[src/rtl/caxi4interconnect_arb_pkg.sv]
// Shared helpers for the interconnect arbiters: the one-hot to binary encoder
// and the per-requestor weight slice extractor, plus the arbitration action enum.
package caxi4interconnect_arb_pkg;

    localparam int unsigned ARB_MAX_REQ     = 32;
    localparam int unsigned ARB_MAX_W_WIDTH = 8;

    // What the arbiter does with the grant in a given cycle.
    typedef enum logic [2:0] {
        ARB_HOLD,     // no evaluation, or evaluation suppressed by a lock
        ARB_REPEAT,   // holder keeps the grant and spends one credit
        ARB_ROTATE,   // a new winner is picked from the request vector
        ARB_REGRANT,  // nobody else wants the bus, holder is granted afresh
        ARB_IDLE      // nothing to grant
    } arb_action_e;

    // Binary index of the set bit in a one-hot (or zero) vector.
    function automatic logic [4:0] onehot_to_bin(input logic [ARB_MAX_REQ-1:0] onehot);
        logic [4:0] bin;
        bin = '0;
        for (int i = 0; i < int'(ARB_MAX_REQ); i++) begin
            if (onehot[i]) begin
                bin = bin | 5'(i);
            end
        end
        return bin;
    endfunction

    // Weight of requestor idx from a flattened weight vector of w_width-bit lanes.
    function automatic logic [ARB_MAX_W_WIDTH-1:0] weight_slice(
        input logic [ARB_MAX_REQ*ARB_MAX_W_WIDTH-1:0] weights,
        input int unsigned                            idx,
        input int unsigned                            w_width
    );
        logic [ARB_MAX_REQ*ARB_MAX_W_WIDTH-1:0] shifted;
        logic [ARB_MAX_W_WIDTH-1:0]             lane_mask;
        shifted   = weights >> (idx * w_width);
        lane_mask = 8'((9'd1 << w_width) - 9'd1);
        return shifted[ARB_MAX_W_WIDTH-1:0] & lane_mask;
    endfunction

endpackage

[src/rtl/caxi4interconnect_rr_pick.sv]
// Round-robin priority pick: lowest-index request inside the priority mask,
// falling back to the lowest-index request overall when the mask hides them all.
module caxi4interconnect_rr_pick #(
    parameter int N = 4
) (
    input  logic [N-1:0] request_i,
    input  logic [N-1:0] mask_i,
    output logic [N-1:0] pick_o,
    output logic         any_masked_o
);

    logic [N-1:0] masked_req;
    logic [N-1:0] sel_req;

    // Choose masked or unmasked requests, then isolate the lowest set bit.
    always_comb begin
        masked_req   = request_i & mask_i;
        any_masked_o = |masked_req;
        sel_req      = any_masked_o ? masked_req : request_i;
        pick_o       = sel_req & (~sel_req + N'(1));
    end

endmodule

[src/rtl/caxi4interconnect_weighted_rr_arb.sv]
// Weighted round-robin arbiter with registered one-hot and binary grant.
// A winner with weight w keeps the bus for w+1 consecutive arbitration slots
// while it keeps requesting. Optional feature: define ARB_LOCK_EN to let the
// holder pin the grant with lockReq (no credit spent while locked).
module caxi4interconnect_weighted_rr_arb
    import caxi4interconnect_arb_pkg::*;
#(
    parameter int N       = 4,
    parameter int N_WIDTH = 2,
    parameter int W_WIDTH = 2
) (
    input  logic                 sysClk,
    input  logic                 sysReset,
    input  logic [N-1:0]         requestor,
    input  logic [N*W_WIDTH-1:0] weight,
    input  logic                 arbEnable,
    input  logic                 lockReq,
    output logic [N-1:0]         grant,
    output logic [N_WIDTH-1:0]   grantEnc,
    output logic                 grantValid
);

    logic [N-1:0]       grant_q,       grant_d;
    logic [N_WIDTH-1:0] grant_enc_q,   grant_enc_d;
    logic               grant_valid_q, grant_valid_d;
    logic [W_WIDTH-1:0] credit_q,      credit_d;
    logic [N-1:0]       mask_q,        mask_d;

    logic [N-1:0]       candidates;
    logic [N-1:0]       pick;
    logic               unused_any_masked;
    logic               holder_req;
    logic               lock_hold;
    arb_action_e        action;
    logic [N-1:0]       win_oh;
    logic [ARB_MAX_REQ-1:0]                 win_oh_ext;
    logic [ARB_MAX_REQ*ARB_MAX_W_WIDTH-1:0] weight_ext;

`ifdef ARB_LOCK_EN
    assign lock_hold = lockReq;
`else
    logic unused_lock_req;
    assign unused_lock_req = lockReq;
    assign lock_hold       = 1'b0;
`endif

    // Requestors strictly above a one-hot winner form the next priority window.
    function automatic logic [N-1:0] bits_above(input logic [N-1:0] onehot);
        return ~((onehot << 1) - N'(1));
    endfunction

    // While a grant is live the holder is never a rotation candidate.
    assign candidates = grant_valid_q ? (requestor & ~grant_q) : requestor;
    assign holder_req = |(requestor & grant_q);

    caxi4interconnect_rr_pick #(.N(N)) u_pick (
        .request_i    (candidates),
        .mask_i       (mask_q),
        .pick_o       (pick),
        .any_masked_o (unused_any_masked)
    );

    // Decide this cycle's action and form the next grant, credit and mask.
    always_comb begin
        // NOTE: every variable gets a default before any branch, so no path can leave one unassigned and infer a latch.
        grant_d       = grant_q;
        grant_enc_d   = grant_enc_q;
        grant_valid_d = grant_valid_q;
        credit_d      = credit_q;
        mask_d        = mask_q;
        win_oh        = '0;
        win_oh_ext    = '0;
        weight_ext    = '0;
        weight_ext[N*W_WIDTH-1:0] = weight;
        action        = ARB_HOLD;

        if (!grant_valid_q) begin
            action = (|requestor) ? ARB_ROTATE : ARB_IDLE;
        end else if (arbEnable) begin
            if (lock_hold) begin
                action = ARB_HOLD;
            end else if ((credit_q != '0) && holder_req) begin
                action = ARB_REPEAT;
            end else if (|candidates) begin
                action = ARB_ROTATE;
            end else if (holder_req) begin
                action = ARB_REGRANT;
            end else begin
                action = ARB_IDLE;
            end
        end

        case (action)
            ARB_ROTATE:  win_oh = pick;
            ARB_REGRANT: win_oh = grant_q;
            default:     win_oh = '0;
        endcase
        win_oh_ext[N-1:0] = win_oh;

        case (action)
            ARB_REPEAT: begin
                credit_d = credit_q - W_WIDTH'(1);
            end
            ARB_ROTATE, ARB_REGRANT: begin
                grant_d       = win_oh;
                grant_enc_d   = N_WIDTH'(onehot_to_bin(win_oh_ext));
                grant_valid_d = 1'b1;
                credit_d      = W_WIDTH'(weight_slice(weight_ext,
                                    32'(onehot_to_bin(win_oh_ext)), W_WIDTH));
                mask_d        = bits_above(win_oh);
            end
            ARB_IDLE: begin
                grant_d       = '0;
                grant_enc_d   = '0;
                grant_valid_d = 1'b0;
                credit_d      = '0;
            end
            default: begin
            end
        endcase
    end

    // Grant state registers; reset abandons any grant and restores requestor 0 priority.
    always_ff @(posedge sysClk or negedge sysReset) begin
        if (!sysReset) begin
            grant_q       <= '0;
            grant_enc_q   <= '0;
            grant_valid_q <= 1'b0;
            credit_q      <= '0;
            mask_q        <= '1;
        end else begin
            // NOTE: non-blocking assignments so every register samples the pre-edge values.
            grant_q       <= grant_d;
            grant_enc_q   <= grant_enc_d;
            grant_valid_q <= grant_valid_d;
            credit_q      <= credit_d;
            mask_q        <= mask_d;
        end
    end

    assign grant      = grant_q;
    assign grantEnc   = grant_enc_q;
    assign grantValid = grant_valid_q;

endmodule

[config.mk]
export PLATFORM = sky130hd
export DESIGN_NAME = caxi4interconnect_weighted_rr_arb
export DESIGN_NICKNAME = d
export VERILOG_FILES = /design/src/rtl/caxi4interconnect_arb_pkg.sv /design/src/rtl/caxi4interconnect_rr_pick.sv /design/src/rtl/caxi4interconnect_weighted_rr_arb.sv
export SDC_FILE = /design/constraint.sdc
export NUM_CORES = 1
export LEC_CHECK = 0
export ABC_AREA = 1
export CAP_MARGIN = 10
export CORE_MARGIN = 5
export CORE_UTILIZATION = 52
export DETAILED_ROUTE_END_ITERATION = 8
export PLACE_DENSITY = 0.94
export RECOVER_POWER = 100
export REMOVE_ABC_BUFFERS = 1
export SYNTH_ARGS = -nofsm -noshare
export SYNTH_HDL_FRONTEND = slang
export SYNTH_SLANG_ARGS = --single-unit
[constraint.sdc]
create_clock -name sysClk -period 6 [get_ports sysClk]
set_clock_uncertainty 0.15 [all_clocks]
set_input_delay 0.6 -clock sysClk [delete_from_list [all_inputs] [get_ports sysClk]]
set_output_delay 0.6 -clock sysClk [all_outputs]
set_load 0.005 [all_outputs]
After elaboration in Yosys (flattened, before gate mapping)
Index checks and enable logic that the tools add are counted.
{"block": "word_totals", "output_inout_bits": 7, "wordCells": 46, "regBits": 13, "in_bits": 16}
{"block": "classes", "add_sub_neg": 3, "bitwise_logic": 7, "shifts": 1, "mux": 17, "n_reduce_logical": 9, "n_eq_ne": 4}
{"cell": "$mux W3", "n": 6}
{"cell": "$and A4 B4 Y4", "n": 4}
{"cell": "$pmux W4 S2", "n": 2}
{"cell": "$reduce_or A4 Y1", "n": 4}
{"cell": "$not A4 Y4", "n": 3}
{"cell": "$mux W4", "n": 2}
{"cell": "$shr A8 B6 Y2", "n": 1}
{"cell": "$eq A3 B2 Y1 const B", "n": 2}
{"cell": "$pmux W2 S3", "n": 1}
{"cell": "$mux W5", "n": 1}
{"cell": "$add A4 B1 Y4 const B", "n": 1}
{"cell": "$mux W2", "n": 2}
{"cell": "$pmux W2 S2", "n": 1}
{"cell": "$reduce_bool A2 Y1", "n": 2}
{"cell": "$sub A4 B1 Y4 const B", "n": 1}
{"cell": "$eq A3 B1 Y1 const B", "n": 1}
{"cell": "$eq A3 B3 Y1 const B", "n": 1}
{"cell": "$reduce_bool A3 Y1", "n": 1}
{"cell": "$pmux W1 S2", "n": 1}
{"cell": "$reduce_or A2 Y1", "n": 1}
{"cell": "$sub A2 B1 Y2 const B", "n": 1}
{"cell": "$logic_and A1 B1 Y1", "n": 1}
{"cell": "$mux W1", "n": 1}

Longest topological paths before layout
{"block": "logic_depth", "word_depth": 16, "mapped_depth": 16, "mapped_depth_nobuf": 16}

By module
From an unflattened synthesis, not the netlist that was laid out.
{"block": "hier_totals", "cells_unflattened": 156, "hier_area_um2": 1061.0}
{"module": "caxi4interconnect_weighted_rr_arb", "area_each_um2": 960.9, "cells_each": 134, "seq_area_each_um2": 330.3, "instances": 1}
{"module": "caxi4interconnect_rr_pick", "area_each_um2": 100.1, "cells_each": 22, "seq_area_each_um2": 0.0, "instances": 1}

Worst setup path before layout
No wires, ideal clock.
{"block": "synth_timing", "path_kind": "input to register", "from": "in requestor[3]", "to": "reg mask_q[3]", "path_slack_ns": 3.955, "arrival_ns": 1.816, "required_time_ns": 5.771, "stages": 11, "path_buffers": 0, "setup_ns": 0.079, "path_cell_list": "nand2_1 nand2_1 o21ai_1 inv_1 o21ai_1 nand2_1 nor2_1 nor2_4 ha_1 xor2_1 o21ai_0"}
{"block": "synth_between", "elab_chain_cells": 11, "word_cells_on_any_way": 25, "cone_classes": "2 x add/sub; 2 x eq/ne; 9 x mux; 6 x bitwise; 6 x reduce/logical"}
{"element": "start: declaration", "line": "caxi4interconnect_weighted_rr_arb.sv:14", "rtl": "input logic [N-1:0] requestor,"}
{"element": "$and A4 B4 Y4 (on tied branches)", "line": "caxi4interconnect_weighted_rr_arb.sv:53, caxi4interconnect_weighted_rr_arb.sv:54"}
{"element": "$mux W4 or $reduce_or A4 Y1 (tied branches)", "line": "caxi4interconnect_weighted_rr_arb.sv:53, caxi4interconnect_weighted_rr_arb.sv:54"}
{"element": "$and A4 B4 Y4 (tied with other cells)", "line": "caxi4interconnect_rr_pick.sv:17", "rtl": "masked_req = request_i & mask_i;"}
{"element": "$reduce_or A4 Y1 or $mux W3 (tied branches)", "line": "caxi4interconnect_rr_pick.sv:18, caxi4interconnect_weighted_rr_arb.sv:84"}
{"element": "$mux W4 or $mux W3 (tied branches)", "line": "caxi4interconnect_rr_pick.sv:19, caxi4interconnect_weighted_rr_arb.sv:82"}
{"element": "$not A4 Y4 or $mux W3 (tied branches)", "line": "caxi4interconnect_rr_pick.sv:20, caxi4interconnect_weighted_rr_arb.sv:79"}
{"element": "$add A4 B1 Y4 or $mux W3 (tied branches)", "line": "caxi4interconnect_rr_pick.sv:20, caxi4interconnect_weighted_rr_arb.sv:77"}
{"element": "$and A4 B4 Y4 or $eq A3 B2 Y1 (tied branches)", "line": "caxi4interconnect_rr_pick.sv:20, caxi4interconnect_weighted_rr_arb.sv:93, caxi4interconnect_weighted_rr_arb.sv:100"}
{"element": "$pmux W4 S2", "line": "caxi4interconnect_weighted_rr_arb.sv:93", "rtl": "case (action)"}
{"element": "$sub A4 B1 Y4", "line": "caxi4interconnect_weighted_rr_arb.sv:49", "rtl": "return ~((onehot << 1) - N'(1));"}
{"element": "$not A4 Y4", "line": "caxi4interconnect_weighted_rr_arb.sv:49"}
{"element": "end signal: assignment", "line": "caxi4interconnect_weighted_rr_arb.sv:137", "rtl": "mask_q <= mask_d;"}
{"element": "end: declaration", "line": "caxi4interconnect_weighted_rr_arb.sv:27", "rtl": "logic [N-1:0] mask_q, mask_d;"}
Several ways; a longest one is shown, not always the timed one.
A chain may end at the register's enable or synchronous reset.

Worst setup path in the final report
{"block": "layout_timing", "from": "in requestor[3]", "to": "reg credit_q[0]"}
{"block": "layout_between", "elab_chain_cells": 15, "word_cells_on_any_way": 32, "cone_classes": "1 x add/sub; 4 x eq/ne; 1 x shift; 14 x mux; 5 x bitwise; 7 x reduce/logical"}
{"element": "$and A4 B4 Y4 (on tied branches)", "line": "caxi4interconnect_weighted_rr_arb.sv:53, caxi4interconnect_weighted_rr_arb.sv:54"}
{"element": "$mux W4 or $reduce_or A4 Y1 (tied branches)", "line": "caxi4interconnect_weighted_rr_arb.sv:53, caxi4interconnect_weighted_rr_arb.sv:54"}
{"element": "$and A4 B4 Y4 (tied with other cells)", "line": "caxi4interconnect_rr_pick.sv:17"}
{"element": "$reduce_or A4 Y1 or $mux W3 (tied branches)", "line": "caxi4interconnect_rr_pick.sv:18, caxi4interconnect_weighted_rr_arb.sv:84"}
{"element": "$mux W4 or $mux W3 (tied branches)", "line": "caxi4interconnect_rr_pick.sv:19, caxi4interconnect_weighted_rr_arb.sv:82"}
{"element": "$not A4 Y4 or $mux W3 (tied branches)", "line": "caxi4interconnect_rr_pick.sv:20, caxi4interconnect_weighted_rr_arb.sv:79"}
{"element": "$add A4 B1 Y4 or $mux W3 (tied branches)", "line": "caxi4interconnect_rr_pick.sv:20, caxi4interconnect_weighted_rr_arb.sv:77"}
{"element": "$and A4 B4 Y4 or $eq A3 B2 Y1 (tied branches)", "line": "caxi4interconnect_rr_pick.sv:20, caxi4interconnect_weighted_rr_arb.sv:93, caxi4interconnect_weighted_rr_arb.sv:100"}
{"element": "$pmux W4 S2", "line": "caxi4interconnect_weighted_rr_arb.sv:93"}
{"element": "$mux W1"}
{"element": "$mux W2 (2 in series)", "line": "caxi4interconnect_arb_pkg.sv:22", "rtl": "if (onehot[i]) begin"}
{"element": "$mux W5", "line": "caxi4interconnect_weighted_rr_arb.sv:100", "rtl": "case (action)"}
{"element": "$shr A8 B6 Y2", "line": "caxi4interconnect_arb_pkg.sv:37", "rtl": "shifted = weights >> (idx * w_width);"}
{"element": "$pmux W2 S3", "line": "caxi4interconnect_weighted_rr_arb.sv:100"}
{"element": "end signal: assignment", "line": "caxi4interconnect_weighted_rr_arb.sv:136", "rtl": "credit_q <= credit_d;"}
{"element": "end: declaration", "line": "caxi4interconnect_weighted_rr_arb.sv:26", "rtl": "logic [W_WIDTH-1:0] credit_q, credit_d;"}
Several ways; a longest one is shown, not always the timed one. The select of a mux whose other input is x is not followed.

==> reports/results.ini <==
[grt]
grtUsageTotal_pct=19.8
grt_pass1_vias=956
grt_max_degree=14
overflow=0
grt_pass1_wl_mm=4.04
antenna_found_initial=0

[die]
fp.coreArea_sq_um=1750
rows=15
start_util_pct=55.3
die_x_microns=53.1
die_h_microns=53.1
dieArea_sq_um=2820
io_pins=23

[layout]
fin_area_sq_um=1220
final_common_cell=nand2_1
drive_above_1_share_pct=9.60
final_cell_mix=59 x nand2_1, 26 x inv_1, 15 x nor2_1
nNetsFinal=196
fill_cells=154
area_growth_pct=25.9
utilization_pct=69.7
antenna-diode-count=0

[route]
drc=0
vias=1025
firstDrtPassIters=4
wire_per_inst_microns=11.8
dr.first_iter.drc_count=17
drt_wl_total_mm=2.38
antenna_left=0
avgViaCountPerCell=5.07

[clocking]
path_clk_slew_ns=0.08
clockRootBuffer=clkbuf_4
worstSkewPairLatency_ns=0.29
cts_tree=yes
post_cts_buffers=0
cts_buffers=3
clockBufferDepth=2
postCtsHoldBufs=0
cts_resized=0
cts_sinks=13
htree_levels=1

[pwr]
power.leakage_nw=0.681
swShare_pct=45.2
p_sw_mw=0.208
peakVddDrop_mv=0.212
intPower_mw=0.252
clock_power_share_pct=12.3
powerDensity_nw_per_um2=378
comb_power_share_pct=55.1
sequentialPowerShare_pct=32.6
power.total_mw=0.460

[place]
place_congestion=0.822
portBuffers=21
dp_hpwl_mm=1.91
placed_cell_area_sq_um=1210

[sta]
tns_ns=0
timing.hold.ws_ns=0.313
hold_viol=0
finalCritPeriodShare_pct=50.6
tightest_slew_ns=0.603
min_period_ns=3.04
finalSetupViolCount=0
rsz0062_at_grt=no
fmax_mhz=329
maxSlewViolCount=0
slew-limit-headroom_pct=59.7

[critical_path]
critPathLaunch=requestor[3]
worstPathRequired_ns=6.07
rrSetupSlack_ns=3.39
cp-start-kind=input pin
cp.arrival_ns=3.11
critPathMaxFanout=8
worstReg2RegEnd=credit_q[0]
crit_family=simple AND/OR/NAND/NOR gates
endpoint=credit_q[0]
crit_type=in2reg
slowest_delay_ns=0.59
path_cells=dlygate4sd3_1 > nor2_1 > nand2_1 > nand3_1 > nand2_1 > nand2_1 > nor2_1 > nor2_1 > nand3_1 > nand2_1 > nand3_1 > nand2_1 > nand2_1 > a21oi_2
cp_common_cell=nand2_1
setup.worst_path.end_class=register
crit_slowest_cell=dlygate4sd3_1
cp.depth=14
crit-reg2reg-launch=credit_q[0]
path_buf_inv=1
r2r_cells=15

[yosys]
synth_top_family_by_area=simple AND/OR/NAND/NOR gates
synth_largest_area_cell=dfrtp_1
yosysSeqAreaShare_pct=34.2
synth_fa_ha_area_share_pct=2.59
netlist_instances=152
synthSimpleGateAreaFrac_pct=43.5
synth.distinct_cells=20
yosysWarnings=0
avgSynthCellArea_sq_um=6.35
yosysTopAreaCellShare_pct=23.3
muxShareOfSynthArea_pct=0
synth_compound_area_share_pct=7.90
ys_seq_elements=13
syn_area_sq_um=966
synth_xor_area_share_pct=0.907
synth.area.top_cells=dfrtp_1 23%, nand2_1 22%, dfstp_2 11%, inv_1 10%, nand3_1 5.7%

[flow_run]
cap_violations=0

[worst_hold_path]
hp-start=mask_q[0]
hp-class=reg2reg

[outcome]
status=finished clean

synth_stat cells:
master and number:
nand2_2 5, o21ai_1 4, ha_1 2, nor2_1 14, dfstp_2 4, dfrtp_1 9
a21oi_2 2, nor2_2 2, xor2_1 1, clkinv_1 1, nand3_2 2, nand4_1 2
inv_2 1, inv_1 26, nand2_1 57, o21ai_0 5, o211ai_1 1, nor2_4 2
nand3_1 11, o22ai_1 1
cells by family (layout without fill, tap and decap cells):
family	Yosys count	in the layout
adders and majority gates	2	2
DFF	13	13
xor gates and xnor gates	1	1
and+or+nand+nor	95	95
buffers and inverters	28	53
AOI/OAI and AO/OA	13	13
worst register-to-register path, cell delays in order (launching register included):
cell and delay (ns):
dfrtp_1 0.36, inv_1 0.07, ha_1 0.19, inv_1 0.08
o21ai_0 0.09, nand3_1 0.08, nand2_1 0.18, nand2_1 0.19
nor2_1 0.06, nor2_1 0.41, nand3_1 0.25, nand2_1 0.12
nand3_1 0.07, nand2_1 0.07, nand2_1 0.06, a21oi_2 0.13
layer usage:
metal	part of all wire [%]	global-route usage (%)
met5	0	0
met4	2.1	9.79
met3	6.0	4.23
met1	43	22.8
met2	49	34.1
state kept, by name (all words and copies together), names as in the netlist:
name / cells
credit_q: 2
grant: 4
grantEnc: 2
grantValid: 1
mask_q: 4
worst min-delay path by stage:
stage / endpoint / slack (ns) / cells past startpoint
6_report: mask_q[0] / 0.31 / 2
5_1_grt: mask_q[0] / 0.35 / 2
4_1_cts: mask_q[0] / 0.31 / 2
3_5_place_dp: mask_q[0] / 0.30 / 2
3_3_place_gp: mask_q[0] / 0.30 / 2
2_1_floorplan: credit_q[0] / 0.15 / 0
layout make-up:
cell class	count	area, sq um	share of cell area [%]
clock buffer	4	26.3	2.16
inverter	28	105	8.64
multi-input combinational	111	513	42.2
sequential	13	330	27.2
tap	25	31.3	2.57
timing repair buffer	21	210	17.3
power groups by stage:
stage | Clock (mW) | Combinational, mW | Sequential, mW
floorplan | 0 | 0.183 | 0.146
global placement | 0 | 0.252 | 0.150
detailed placement | 0 | 0.263 | 0.152
CTS | 0.0569 | 0.265 | 0.151
global route | 0.0601 | 0.291 | 0.154
finish | 0.0564 | 0.253 | 0.150
through the flow:
step,cells,setup WS [ns]
after CTS,202,3.49
after global placement,198,3.29
after floorplan,152,3.95
after global routing,202,2.67
after detailed placement,198,3.21
final,202,2.96
Power figures use the tool's default switching activity.
